<file path="src/rtl/timer_counter_ext.sv">
// Multi-word up/down timer counter with byte-strobed writes, compare register,
// free-run/periodic/one-shot modes and sticky match/overflow flags.
module timer_counter_ext #(
    parameter int                        NUM_WORDS = 2,
    parameter logic [32*NUM_WORDS-1:0]   CNT_RST   = '0,
    parameter logic [32*NUM_WORDS-1:0]   CMP_RST   = '1
) (
    input  logic                         clk,
    input  logic                         rst_n,
    input  logic                         cnt_en,
    input  logic                         halt,
    input  logic                         timer_en_neg,
    input  logic [3:0]                   pstrb,
    input  logic [31:0]                  wdata,
    input  logic [NUM_WORDS-1:0]         cnt_wr_sel,
    input  logic [NUM_WORDS-1:0]         cmp_wr_sel,
    input  logic                         dir,
    input  logic [1:0]                   mode,
    input  logic [1:0]                   int_en,
    input  logic [1:0]                   int_clr,
    output logic [32*NUM_WORDS-1:0]      cnt,
    output logic [32*NUM_WORDS-1:0]      cmp,
    output logic                         match_flag,
    output logic                         ovf_flag,
    output logic                         done,
    output logic                         irq
);

    localparam int CNT_W = 32 * NUM_WORDS;

    localparam logic [1:0] MODE_PERIODIC = 2'b01;
    localparam logic [1:0] MODE_ONESHOT  = 2'b10;

    logic             tick;
    logic             at_match;
    logic             at_bound;
    logic             is_oneshot;
    logic             cnt_wr_any;
    logic [CNT_W-1:0] cnt_calc;
    logic [CNT_W-1:0] cnt_nxt;
    logic [CNT_W-1:0] cmp_nxt;

    // Value the counter takes on a tick; "hit" is the reload/stop point for the direction.
    function automatic logic [CNT_W-1:0] next_value(
        input logic [CNT_W-1:0] c,
        input logic [CNT_W-1:0] k,
        input logic [1:0]       m,
        input logic             d
    );
        logic             hit;
        logic [CNT_W-1:0] res;
        hit = d ? (c == '0) : (c == k);
        res = d ? (c - 1'b1) : (c + 1'b1);
        case (m)
            MODE_PERIODIC: if (hit) res = d ? k : '0;
            MODE_ONESHOT:  if (hit) res = c;
            default:       ;
        endcase
        return res;
    endfunction

    always_comb begin
        tick       = cnt_en & ~halt & ~done;
        at_match   = (cnt == cmp);
        at_bound   = dir ? (cnt == '0) : (&cnt);
        is_oneshot = (mode == MODE_ONESHOT);
        cnt_calc   = next_value(cnt, cmp, mode, dir);
    end

    // Per-byte priority: written byte, then disable clear, then tick, else hold.
    always_comb begin
        cnt_nxt    = cnt;
        cmp_nxt    = cmp;
        cnt_wr_any = 1'b0;
        for (int w = 0; w < NUM_WORDS; w++) begin
            for (int b = 0; b < 4; b++) begin
                if (cnt_wr_sel[w] & pstrb[b]) begin
                    cnt_nxt[w*32 + b*8 +: 8] = wdata[b*8 +: 8];
                    cnt_wr_any               = 1'b1;
                end else if (timer_en_neg) begin
                    cnt_nxt[w*32 + b*8 +: 8] = 8'h00;
                end else if (tick) begin
                    cnt_nxt[w*32 + b*8 +: 8] = cnt_calc[w*32 + b*8 +: 8];
                end
                if (cmp_wr_sel[w] & pstrb[b]) begin
                    cmp_nxt[w*32 + b*8 +: 8] = wdata[b*8 +: 8];
                end
            end
        end
    end

    always_ff @(posedge clk) begin
        if (!rst_n) begin
            cnt        <= CNT_RST;
            cmp        <= CMP_RST;
            match_flag <= 1'b0;
            ovf_flag   <= 1'b0;
            done       <= 1'b0;
        end else begin
            cnt <= cnt_nxt;
            cmp <= cmp_nxt;

            if (tick & at_match) begin
                match_flag <= 1'b1;
            end else if (int_clr[0]) begin
                match_flag <= 1'b0;
            end

            if (tick & at_bound & ~is_oneshot) begin
                ovf_flag <= 1'b1;
            end else if (int_clr[1]) begin
                ovf_flag <= 1'b0;
            end

            if (cnt_wr_any | timer_en_neg) begin
                done <= 1'b0;
            end else if (tick & is_oneshot & (dir ? at_bound : at_match)) begin
                done <= 1'b1;
            end
        end
    end

    assign irq = (match_flag & int_en[0]) | (ovf_flag & int_en[1]);

endmodule

</file>
<file path="config.mk">
export PLATFORM = sky130hd
export DESIGN_NAME = timer_counter_ext
export DESIGN_NICKNAME = d
export VERILOG_FILES = /design/src/rtl/timer_counter_ext.sv
export SDC_FILE = /design/constraint.sdc
export NUM_CORES = 1
export LEC_CHECK = 0
export ABC_AREA = 1
export CAP_MARGIN = 5
export CORE_UTILIZATION = 30
export CTS_CLUSTER_SIZE = 8
export DETAILED_ROUTE_END_ITERATION = 8
export PLACE_DENSITY = 0.54
export REMOVE_ABC_BUFFERS = 1
export SYNTH_ARGS = -nofsm -noshare
export SYNTH_HDL_FRONTEND = slang
export SYNTH_SLANG_ARGS = --single-unit
</file>
<file path="constraint.sdc">
create_clock -name clk -period 2.2 [get_ports clk]
set_clock_uncertainty 0.05 [all_clocks]
set_input_delay 0.22 -clock clk [delete_from_list [all_inputs] [get_ports clk]]
set_output_delay 0.22 -clock clk [all_outputs]
set_load 0.03 [all_outputs]
</file>
Word level (Yosys, flattened, before mapping)
Cells that the tools add are included.
Word-level totals
  register bits after elaboration: 131
  input bits: 52
  output and inout port bits: 132
  word-level logic and storage cells: 128
Cells by class
  add/sub/neg operators: 2
  equal/unequal tests: 11
  mux-type cells: 44
  bitwise operators: 31
  reductions and logical operators: 21
Operators by type and width (number)
  $mux 64: 4
  $mux 8: 24
  $pmux 64 s2: 1
  $add 64x1->64 const B: 1
  $eq 64x64->1: 1
  $logic_not 64->1: 1
  $reduce_and 64->1: 1
  $sub 64x1->64 const B: 1
  $ne 4x3->1 const B: 8
  $and 1x1->1: 25
  $reduce_bool 3->1: 8
  $reduce_and 2->1: 8
  $mux 1: 15
  $not 1->1: 4
  $reduce_bool 2->1: 2
  $eq 2x1->1 const B: 1
  $eq 2x2->1 const B: 1
  $or 1x1->1: 2
  $reduce_or 2->1: 1

Logic depth before layout (Yosys ltp)
  depth after elaboration: 11
  depth in mapped cells: 18
  mapped depth without buffers: 18

Least setup slack after synthesis
No wires, ideal clock.
  path kind: reg-to-reg
  start: register cnt[0]
  end: register cnt[60]
  setup time: 70 ps
  data arrival time: 2115 ps
  data required time: 2080 ps
  setup slack: -34 ps
  stages on the path, launching flop included: 16
  buffers on the path: 0
  period minus slack after synthesis: 2234 ps
  path through: dfxtp_1 inv_2 fa_1 nor2_1 o21ai_0 nand2_1 nand2_1 nand2_1 nand2_1 nand2_1 nand2_1 nand2_1 nand2_1 nand3_1 nand3_1 a21oi_1
On the way
  word-level cells in the longest chain between the ends: 7
  elaborated cells on any way between the ends: 14
  those cells by class: add/sub (2); eq/ne (2); mux (8); reduce/logical (2)
Ends and longest elaborated chain
  start: declaration: line 21  | output logic [32*NUM_WORDS-1:0] cnt,
  start signal: assignment: line 100  | cnt <= cnt_nxt;
  $add 64x1->64 (tied with other cells): line 53  | res = d ? (c - 1'b1) : (c + 1'b1);
  $mux 64 / $mux 1 (equally long branches): line 53, 52
  $mux 64 (on tied branches): line 56, 55
  $pmux 64 s2: line 54  | case (m)
  $mux 8: line 82  | end else if (tick) begin
  $mux 8: line 80  | end else if (timer_en_neg) begin
  $mux 8: line 77  | if (cnt_wr_sel[w] & pstrb[b]) begin
Several ways; a longest one is shown, not always the timed one. The select of a mux whose other input is x is not followed.
A chain may end at the register's enable or synchronous reset.

Worst setup path in the final report
  start: register cnt[20]
  end: register cnt[5]
On the way
  word-level cells in the longest chain between the ends: 7
  elaborated cells on any way between the ends: 10
  those cells by class: eq/ne (2); mux (6); reduce/logical (2)
Ends and longest elaborated chain
  $eq 64x64->1 / $logic_not 64->1 (equally long branches): line 52  | hit = d ? (c == '0) : (c == k);
  $mux 1 (*): line 52
  $mux 64: line 55  | MODE_PERIODIC: if (hit) res = d ? k : '0;
  $pmux 64 s2: line 54
  $mux 8: line 82
  $mux 8: line 80
  $mux 8: line 77
Mark *: on every way between the ends. The rest lies on a longest branch, timed or not. The select of a mux whose other input is x is not followed.

==> flow_metrics.tcl <==
set metrics [dict create \
    worstPathRequired_ns 2.56 \
    io_pins 184 \
    final_cells 4194 \
    dieHeight_um 223.2 \
    globalRouteOverflowTotal 0 \
    die_w_um 223.2 \
    crit_type "flip-flop to flip-flop" \
    area_delta_synth_final_pct 63.97 \
    hpwl_um 63670 \
    end_kind "flip-flop" \
    whs_ns 0.1851 \
    place_ws_ns -1.047 \
    grt_max_degree 42 \
    fmax_mhz 404.0 \
    cts.sinks 131 \
    clk_pin_slew_ns 0.06 \
    layout_common_cells "1128 x nand2_1, 533 x inv_1, 508 x buf_4" \
    clockRootBuffer "clkbuf_16" \
    start_kind "flip-flop" \
    final_antenna_net_count 0 \
    vias_per_cell 4.889 \
    first_global_vias 19410 \
    hold_violations 0 \
    layout.cells.most_common "nand2_1" \
    p_sw_mw 5.592 \
    power.share.switching 0.4274 \
    place_congestion 0.9918 \
    worst_pin_slew_ns 0.6372 \
    maxSlewViolCount 0 \
    power_frac_seq 0.220 \
    ys_seq_area_frac 0.1786 \
    clk_latency_ns 0.49 \
    finalWirelength_um 78530 \
    internal-power_mw 7.492 \
    grt_use_met2 0.4834 \
    grtUsageMet1 0.4375 \
    setup_ws_ns -0.2753 \
    yosysTopAreaCell "nand2_1" \
    clockBufferDepth 2 \
    hold_path_depth 2 \
    antenna_found_initial 0 \
    synth.avg_cell_area_um2 5.115 \
    synthCells 2871 \
    violations "setup timing" \
    grt_use_met3 0.04689 \
    hold_path.class "primary input to flip-flop" \
    fill_cells 5054 \
    ys_types 32 \
    final_nets 3681 \
    grt_setup_unrepaired "yes" \
    port_buffers 183 \
    num_vias 20500 \
    synth_area_leaders "nand2_1 32%, dfxtp_1 18%, inv_1 14%" \
    maxCapViolations 0 \
    p_leak_nw 13.22 \
    grt_usage 0.3103 \
    worstPathArrival_ns 2.83 \
    drtIter0Drc 1729 \
    cp_max_fo 8 \
    cts_buffers 17 \
    status "complete, but fails checks" \
    drc 0 \
    pwr-share-clk 0.236 \
    dr.pass1.iters 6 \
    yosys.area.top_type_share 0.3175 \
    cts_tree "yes" \
    relSlewSlack 0.5752 \
    setup_viol 66 \
    power.density_nw_per_um2 543.4 \
    top_usage_layer "met2" \
    ir_drop_mv 0.4764 \
    dieArea_um2 49840 \
    period_needed_ns 2.475 \
    ys_ff_latch 131 \
    fp-row-count 80 \
    fin_crit_sh 1.125 \
    antenna_cells 0 \
    dpl.cell_count 4132 \
    rr_worst_depth 17 \
    yosys_warnings 0 \
    core_um2 48050 \
    initial_core_util 0.3056 \
    wl_per_cell_um 18.72 \
    grt_pass1_wl_um 115600 \
    drive_above_1_share 0.2702 \
    htree_levels 4 \
    syn_area_um2 14680 \
    p_comb_frac 0.544 \
]
[power groups by stage]
stage          registers [mW]  clock network [mW]  logic (mW)
2_1_floorplan            3.24                   0        2.62
3_3_place_gp             2.87                   0        6.31
3_5_place_dp             2.87                   0        6.31
4_1_cts                  2.83                3.16        6.52
5_1_grt                  2.90                3.22        7.69
6_report                 2.88                3.08        7.12
[layer usage]
layer,share of wire,wire length [um],vias up
li1,-,-,10190
met5,0,0,-
met2,0.43,33870,790
met1,0.46,36460,9398
met3,0.072,5658,125
met4,0.032,2548,0
[cells in the mapped netlist (all sizes together)]
| master | n |
|---|---|
| a21oi | 75 |
| a22o | 1 |
| and2 | 4 |
| and3 | 2 |
| buf | 23 |
| clkbuf | 45 |
| clkinv | 6 |
| dfxtp | 131 |
| fa | 1 |
| ha | 62 |
| inv | 547 |
| nand2 | 1247 |
| nand3 | 139 |
| nand3b | 13 |
| nand4 | 107 |
| nor2 | 325 |
| nor3 | 15 |
| nor4 | 13 |
| o211ai | 62 |
| o21a | 1 |
| o21ai | 10 |
| o21bai | 3 |
| xnor2 | 28 |
| xor2 | 11 |
[worst max-delay path, stage by stage, from the launching register on]
cell     delay (ns)
dfxtp_1        0.35
buf_4          0.17
inv_1          0.07
buf_4          0.11
nand4_1        0.12
nor2_1         0.20
nand2_1        0.16
nor2_4         0.16
nand2_4        0.09
nand2_8        0.13
nand3_4        0.11
nand2_8        0.09
buf_12         0.16
buf_8          0.13
nand2_8        0.06
nand2_2        0.07
nor2_1         0.04
nor2_1         0.10
[kinds of logic (layout without fill, tap and decap cells)]
logic type               Yosys count  after routing  synth area share
AND/OR/NAND/NOR                 1865           1865            0.5172
AO/OA/AOI/OAI                    152            152           0.06331
XOR/XNOR                          39             39           0.02326
flip-flops                       131            131            0.1786
adder cells (fa/ha/maj)           63             63           0.05419
buffers and inverters            621           1329            0.1634
[path summary, 6_finish.rpt]
check | to | slack (ns) | startpoint
max | cnt[5] | -0.28 | cnt[20]
max reg2reg | cnt[5] | -0.28 | cnt[20]
min reg2reg | match_flag | 0.44 | match_flag
min | cmp[59] | 0.19 | rst_n
[stage by stage]
stage,total power [mW],utilization,instance area [um^2],setup TNS [ns]
after floorplan,5.863,-,14360,-94.18
after global placement,9.179,0.4428,21280,-59.29
after detailed placement,9.176,0.4428,21280,-62.94
after CTS,12.51,0.4680,22480,-19.90
after global routing,13.82,0.5011,24080,-19.86
final,13.08,0.5011,24080,-14.17
[sequential cells by signal (all words and copies together) (netlist names)]
name        flops
ovf_flag        1
cmp            64
match_flag      1
cnt            64
done            1
[timing repair]
action                                  4_1_cts  5_1_grt
pin swaps                                    24       71
gates cloned                                  2        5
resized for setup                           123      347
hold buffers                                  0        0
buffers inserted                              9       16
endpoints found under the setup margin       70       67
[area by class of cell]
class / instances / area [um^2] / share of cell area
clock buffers: 23 / 478.0 / 0.01985
clock inverters: 9 / 127.6 / 0.005301
inverters: 553 / 2076 / 0.08621
multi-input cells: 2119 / 11290 / 0.4689
flip-flops and latches: 131 / 2730 / 0.1134
well taps: 615 / 769.5 / 0.03196
repair buffers: 744 / 6605 / 0.2743
Power figures use the tool's default switching activity.
